<file path="config.mk">
export PLATFORM = sky130hd
export DESIGN_NAME = aes_enc_out_collector_flat
export DESIGN_NICKNAME = d
export VERILOG_FILES = /design/src/rtl/aes_enc_out_collector_if.sv /design/src/rtl/aes_enc_out_collector.sv /design/src/flat_wrapper.sv
export SDC_FILE = /design/constraint.sdc
export NUM_CORES = 2
export LEC_CHECK = 0
export BUFFER_PORTS_ARGS = -buffer_cell sky130_fd_sc_hd__buf_2
export CAP_MARGIN = 20
export CORE_MARGIN = 4
export CORE_UTILIZATION = 50
export CTS_BUF_LIST = sky130_fd_sc_hd__clkbuf_16
export DETAILED_ROUTE_END_ITERATION = 10
export PLACE_DENSITY = 0.7
export REMOVE_ABC_BUFFERS = 1
export SYNTH_ARGS = -nofsm -noshare
export SYNTH_HDL_FRONTEND = slang
export SYNTH_SLANG_ARGS = --single-unit
</file>
<file path="constraint.sdc">
create_clock -name clk -period 11.6 [get_ports clk]
set_input_delay 1.74 -clock clk [delete_from_list [all_inputs] [get_ports clk]]
set_output_delay 1.74 -clock clk [all_outputs]
set_load 0.02 [all_outputs]
</file>
<file path="src/rtl/aes_enc_out_collector_if.sv">
// aes_enc_out_collector_if: block intake, encryptor tap and ciphertext output of the collector
interface aes_enc_out_collector_if #(
  parameter int BLOCK_LENGTH = 128,
  parameter int ID_W = 4,
  parameter int PIPE_LATENCY = 11
);
  logic in_valid;
  logic in_ready;
  logic [BLOCK_LENGTH-1:0] in_data;
  logic [BLOCK_LENGTH-1:0] in_key;
  logic [ID_W-1:0] in_id;
  logic [BLOCK_LENGTH-1:0] enc_in;
  logic [BLOCK_LENGTH-1:0] enc_key;
  logic [BLOCK_LENGTH-1:0] enc_out;
  logic out_valid;
  logic out_ready;
  logic [BLOCK_LENGTH-1:0] out_data;
  logic [ID_W-1:0] out_id;
  logic [$clog2(PIPE_LATENCY+1)-1:0] inflight;
  logic overflow_err;
  modport master (
    output in_valid, in_data, in_key, in_id, enc_out, out_ready,
    input in_ready, enc_in, enc_key, out_valid, out_data, out_id, inflight, overflow_err
  );
  modport slave (
    input in_valid, in_data, in_key, in_id, enc_out, out_ready,
    output in_ready, enc_in, enc_key, out_valid, out_data, out_id, inflight, overflow_err
  );
endinterface

</file>
<file path="src/rtl/aes_enc_out_collector.sv">
// aes_enc_out_collector: launches blocks into a free-running AES pipe, tags them through its latency
// and buffers the ciphertext in a credit-guarded output FIFO
module aes_enc_out_collector #(
  parameter int BLOCK_LENGTH = 128,
  parameter int ID_W = 4,
  parameter int PIPE_LATENCY = 11,
  parameter int FIFO_DEPTH = 16
) (
  input logic clk,
  input logic rst,
  aes_enc_out_collector_if.slave bus
);
  localparam int FW = $clog2(FIFO_DEPTH);
  localparam int CNT_W = FW + 1;
  localparam int CW = $clog2(PIPE_LATENCY + 1);
  localparam int EW = BLOCK_LENGTH + ID_W;
  localparam logic [FW:0] DEPTH = FIFO_DEPTH[FW:0];
  logic [PIPE_LATENCY-1:0][ID_W:0] tag_q, tag_d;
  logic [EW-1:0] mem_q [FIFO_DEPTH];
  logic [FW-1:0] wr_ptr_q, wr_ptr_d, rd_ptr_q, rd_ptr_d;
  logic [FW:0] cnt_q, cnt_d, used;
  logic [CW-1:0] inflight_q, inflight_d;
  logic overflow_q, overflow_d;
  logic launch, capture, pop, full, wr;
  assign used = cnt_q + CNT_W'(inflight_q);
  // credits are reserved at launch, so a captured block always has a free slot
  assign bus.in_ready = (used != DEPTH) && !rst;
  assign bus.enc_in = bus.in_data;
  assign bus.enc_key = bus.in_key;
  assign bus.out_valid = cnt_q != '0;
  assign {bus.out_data, bus.out_id} = bus.out_valid ? mem_q[rd_ptr_q] : '0;
  assign bus.inflight = inflight_q;
  assign bus.overflow_err = overflow_q;
  always_comb begin
    launch = bus.in_valid && bus.in_ready;
    capture = tag_q[PIPE_LATENCY-1][ID_W];
    pop = bus.out_valid && bus.out_ready;
    full = cnt_q == DEPTH;
    wr = capture && (!full || pop);
    tag_d = {tag_q[PIPE_LATENCY-2:0], {launch, bus.in_id}};
    wr_ptr_d = wr_ptr_q + FW'(wr);
    rd_ptr_d = rd_ptr_q + FW'(pop);
    cnt_d = cnt_q + CNT_W'(wr) - CNT_W'(pop);
    inflight_d = inflight_q + CW'(launch) - CW'(capture);
    overflow_d = overflow_q || (capture && full && !pop);
  end
  always_ff @(posedge clk) begin
    if (rst) begin
      tag_q <= '0;
      wr_ptr_q <= '0;
      rd_ptr_q <= '0;
      cnt_q <= '0;
      inflight_q <= '0;
      overflow_q <= 1'b0;
    end else begin
      tag_q <= tag_d;
      wr_ptr_q <= wr_ptr_d;
      rd_ptr_q <= rd_ptr_d;
      cnt_q <= cnt_d;
      inflight_q <= inflight_d;
      overflow_q <= overflow_d;
    end
  end
  always_ff @(posedge clk) begin
    if (wr) mem_q[wr_ptr_q] <= {bus.enc_out, tag_q[PIPE_LATENCY-1][ID_W-1:0]};
  end
endmodule

</file>
<file path="src/flat_wrapper.sv">
// flat-port wrapper written by rule: the top's interface ports become plain ports
module aes_enc_out_collector_flat 
#(
  parameter int BLOCK_LENGTH = 128,
  parameter int ID_W = 4,
  parameter int PIPE_LATENCY = 11,
  parameter int FIFO_DEPTH = 16
)
  (clk, rst, bus_in_valid, bus_in_data, bus_in_key, bus_in_id, bus_enc_out, bus_out_ready, bus_in_ready, bus_enc_in, bus_enc_key, bus_out_valid, bus_out_data, bus_out_id, bus_inflight, bus_overflow_err);
  aes_enc_out_collector_if #(.BLOCK_LENGTH(BLOCK_LENGTH), .ID_W(ID_W), .PIPE_LATENCY(PIPE_LATENCY)) bus_i ();
  input logic clk;
  input logic rst;
  input wire logic [$bits(bus_i.in_valid)-1:0] bus_in_valid;
  input wire logic [$bits(bus_i.in_data)-1:0] bus_in_data;
  input wire logic [$bits(bus_i.in_key)-1:0] bus_in_key;
  input wire logic [$bits(bus_i.in_id)-1:0] bus_in_id;
  input wire logic [$bits(bus_i.enc_out)-1:0] bus_enc_out;
  input wire logic [$bits(bus_i.out_ready)-1:0] bus_out_ready;
  output wire logic [$bits(bus_i.in_ready)-1:0] bus_in_ready;
  output wire logic [$bits(bus_i.enc_in)-1:0] bus_enc_in;
  output wire logic [$bits(bus_i.enc_key)-1:0] bus_enc_key;
  output wire logic [$bits(bus_i.out_valid)-1:0] bus_out_valid;
  output wire logic [$bits(bus_i.out_data)-1:0] bus_out_data;
  output wire logic [$bits(bus_i.out_id)-1:0] bus_out_id;
  output wire logic [$bits(bus_i.inflight)-1:0] bus_inflight;
  output wire logic [$bits(bus_i.overflow_err)-1:0] bus_overflow_err;
  assign bus_i.in_valid = bus_in_valid;
  assign bus_i.in_data = bus_in_data;
  assign bus_i.in_key = bus_in_key;
  assign bus_i.in_id = bus_in_id;
  assign bus_i.enc_out = bus_enc_out;
  assign bus_i.out_ready = bus_out_ready;
  assign bus_in_ready = bus_i.in_ready;
  assign bus_enc_in = bus_i.enc_in;
  assign bus_enc_key = bus_i.enc_key;
  assign bus_out_valid = bus_i.out_valid;
  assign bus_out_data = bus_i.out_data;
  assign bus_out_id = bus_i.out_id;
  assign bus_inflight = bus_i.inflight;
  assign bus_overflow_err = bus_i.overflow_err;
  aes_enc_out_collector #(.BLOCK_LENGTH(BLOCK_LENGTH), .ID_W(ID_W), .PIPE_LATENCY(PIPE_LATENCY), .FIFO_DEPTH(FIFO_DEPTH)) u_core (.clk(clk), .rst(rst), .bus(bus_i));
endmodule
</file>
==> out/qor.txt <==
Area leader, netlist: edfxtp_1
Die W: 416 µm
Final slew viol count: 0
Status: completed
CTS tree: built
Skew-Pair Late Insertion Delay: 0.86 ns
GP Congestion: 0.810
#FFs+latches synth: 2185
Worst Slack Setup Final: 5.14 ns
Total global-route track usage: 0.304
FILL cells: 11900
Routed WL: 264 mm
Num CTS Buffers: 210
Die area: 173000 µm²
Setup TNS: 0 ns
Row Count: 149
Drt initial violations: 5820
First-pass GRT wire length: 351 mm
H-Tree Level Count: 4
Routed len/inst: 43.4 µm
Core Region: 165000 µm²
Root buf cell: clkbuf_16
Power, Total: 19300 µW
CP Max Fanout: 87
Hold Violations, Final: 0
Clk buf depth: 3
Pre-antenna DRT Iters: 6
Asr flop ratio synth: 0
Avg Cell Area, Syn: 23.2 µm²
Worst slack, placed: 5.83 ns
Largest family of logic cells by synthesized area: multiplexers
Number of global-route vias before repair: 37700
Crit-path slowest cell: dfxtp_4
Area growth from synthesis to layout: 10.5%
Cells after Synth: 3595
Crit end category: output port
Die Y: 416 µm
DRC: 0
Post-Synth Adder-Cell Area: 0.00342
Worst Hold Class: register to register
IO Pins: 787
Pin count of the biggest net entering global routing: 164
Met1 Use GR: 0.378
Post_cts resized: 0
Slowest stage delay, CP: 0.96 ns
Synth Area in Compound Gates: 0.0309
Yosys warns: 0
VDD IR max: 0.237 mV
Post-CTS Setup Bufs: 0
Tcrit/Tclk final: 0.557
Critical Path AT: 4.72 ns
Pleak: 0.0290 µW
Avg Vias per Cell: 6.56
Reg clk slew, reported paths: 0.06 ns
Share of the synthesized area in the top cell type: 0.761
Dpl hpwl: 154 mm
Slew at the pin with the worst max-slew slack: 1.11 ns
RSZ-0062 raised after global routing: false
Initial antenna violation count: 42
PD cells: 210 nW/µm²
Synth top area cells: edfxtp_1 76%, mux4_2 14%, buf_4 2.4%
Ys flop type: edfxtp_1
Final layout net count: 4123
Routing usage on met3: 0.234
Synthesized area: 83400 µm²
Cell Chain, Critical Path: buf_12 > buf_4 > mux4_2 > a22o_1 > a221o_1 > buf_2
Crit path buf inv count: 3
Max-cap viol count: 0
Top Family by Delay on Critical Path: buffers and inverters
GR peak layer: met2
Initial cell density of the core: 0.504
Crit path kind: register to output port
Final ANT Viol Nets: 0
Min Tclk post-route: 6.46 ns
Multiplexer area fraction after synthesis: 0.143
Sequential area share after synthesis: 0.778
Unique masters post-synth: 38
CTS Hold Bufs: 0
Startpoint types: register
Grt met2 use: 0.397
Achievable Freq: 155 MHz
Simple-gate share of the synthesized area: 0.00761
Layout cells sized above 1: 0.303
Worst clock skew: 0.0445 ns
Number of flops mapped to enable cells by yosys: 2112
Number of port buffers: 274
Aggregate global routing overflow: 0
Critical Path RT: 9.86 ns
Via count: 40000
Final setup violation count: 0
Xor/xnor cell area share of the yosys netlist: 0.00137
Clock Sinks: 2185
Rel. slew slack: 0.257
path summary, 6_finish.rpt:
kind                                 startpoint  cells after the start                            end  slack [ns]
setup / recovery  u_core.rd_ptr_q[0]$_SDFF_PP0_                      6               bus_out_data[50]        5.14
hold / removal      u_core.tag_d[25]$_SDFF_PP0_                      1    u_core.tag_d[30]$_SDFF_PP0_        0.43
hold reg to reg     u_core.tag_d[25]$_SDFF_PP0_                      1    u_core.tag_d[30]$_SDFF_PP0_        0.43
setup reg to reg     u_core.cnt_q[2]$_SDFF_PP0_                      8  u_core.mem_q[8][11]$_DFFE_PP_        7.28
placed cells by master, fill, tap and decap left out, types with 18 or more instances in the layout:
cell	netlist	layout
edfxtp_1	2112	2112
mux4_2	528	528
buf_2	46	274
clkbuf_16	0	212
a22o_1	131	131
a221o_1	131	131
inv_1	13	86
dfxtp_1	73	71
nor2b_1	61	61
buf_4	265	57
clkinv_1	0	43
clkinv_2	0	27
ha_1	18	18
metal layers:
| layer | routed length [µm] | vias to the layer above |
|---|---|---|
| met5 | 3950 | - |
| met4 | 7950 | 66 |
| met3 | 51000 | 447 |
| met2 | 107000 | 2876 |
| met1 | 94200 | 21300 |
| li1 | - | 15300 |
state kept, by name, summed over array words and instances, names as in the netlist, 4 cells and up:
name                 count
u_core.wr_ptr_q          4
u_core.bus.inflight      4
u_core.mem_q          2112
u_core.rd_ptr_q          4
u_core.tag_q             4
u_core.tag_d            50
u_core.cnt_q             5
area by class of cell:
cell class	instances	area, µm²	area share
inverter	14	52.6	0.000571
clock inverter	182	1330	0.0144
multi-input combinational	953	15700	0.170
tap	2189	2740	0.0297
clock buffer	212	5310	0.0576
timing repair buffer	346	2110	0.0229
antenna	16	40.0	0.000435
sequential	2185	64900	0.704
kinds of logic (layout without fill, tap and decap cells):
kind of cell | Yosys count | after routing
AOI/OAI and AO/OA | 280 | 280
xor gates and xnor gates | 13 | 13
adders and majority gates | 21 | 21
buffers and inverters | 457 | 754
DFF | 2185 | 2185
muxes | 530 | 530
other | 0 | 16
and+or+nand+nor | 109 | 109
cells in the mapped netlist, drive strengths merged (2+ instances only):
cell type	n
ha	18
xnor2	7
buf	359
nor2	25
a21oi	8
clkbuf	84
a22o	131
nor2b	61
a221o	131
mux4	528
a41oi	3
o21ai	2
dfxtp	73
a21o	4
nor3	6
xor2	6
inv	14
or3b	2
nand2b	3
edfxtp	2112
nand3	3
nand2	2
fa	3
nand3b	2
power by group:
group | leakage (µW) | switching, µW | internal, µW
Clock | 0.00349 | 2910 | 3630
Combinational | 0.00607 | 2210 | 1860
Sequential | 0.0195 | 79.8 | 8660
Total | 0.0290 | 5200 | 14100
stage by stage:
| step | util | instance area (µm²) | hold slack (ns) | instances |
|---|---|---|---|---|
| 3_3_place_gp | 0.517 | 85400 | 0.416 | 5686 |
| 3_5_place_dp | 0.517 | 85400 | 0.420 | 5686 |
| 5_1_grt | 0.557 | 92100 | 0.448 | 6089 |
| 6_report | 0.557 | 92100 | 0.426 | 6097 |
| 2_1_floorplan | - | 80500 | 0.414 | 3152 |
| 4_1_cts | 0.557 | 92000 | 0.434 | 6080 |
(Power assumes the default switching activity.)
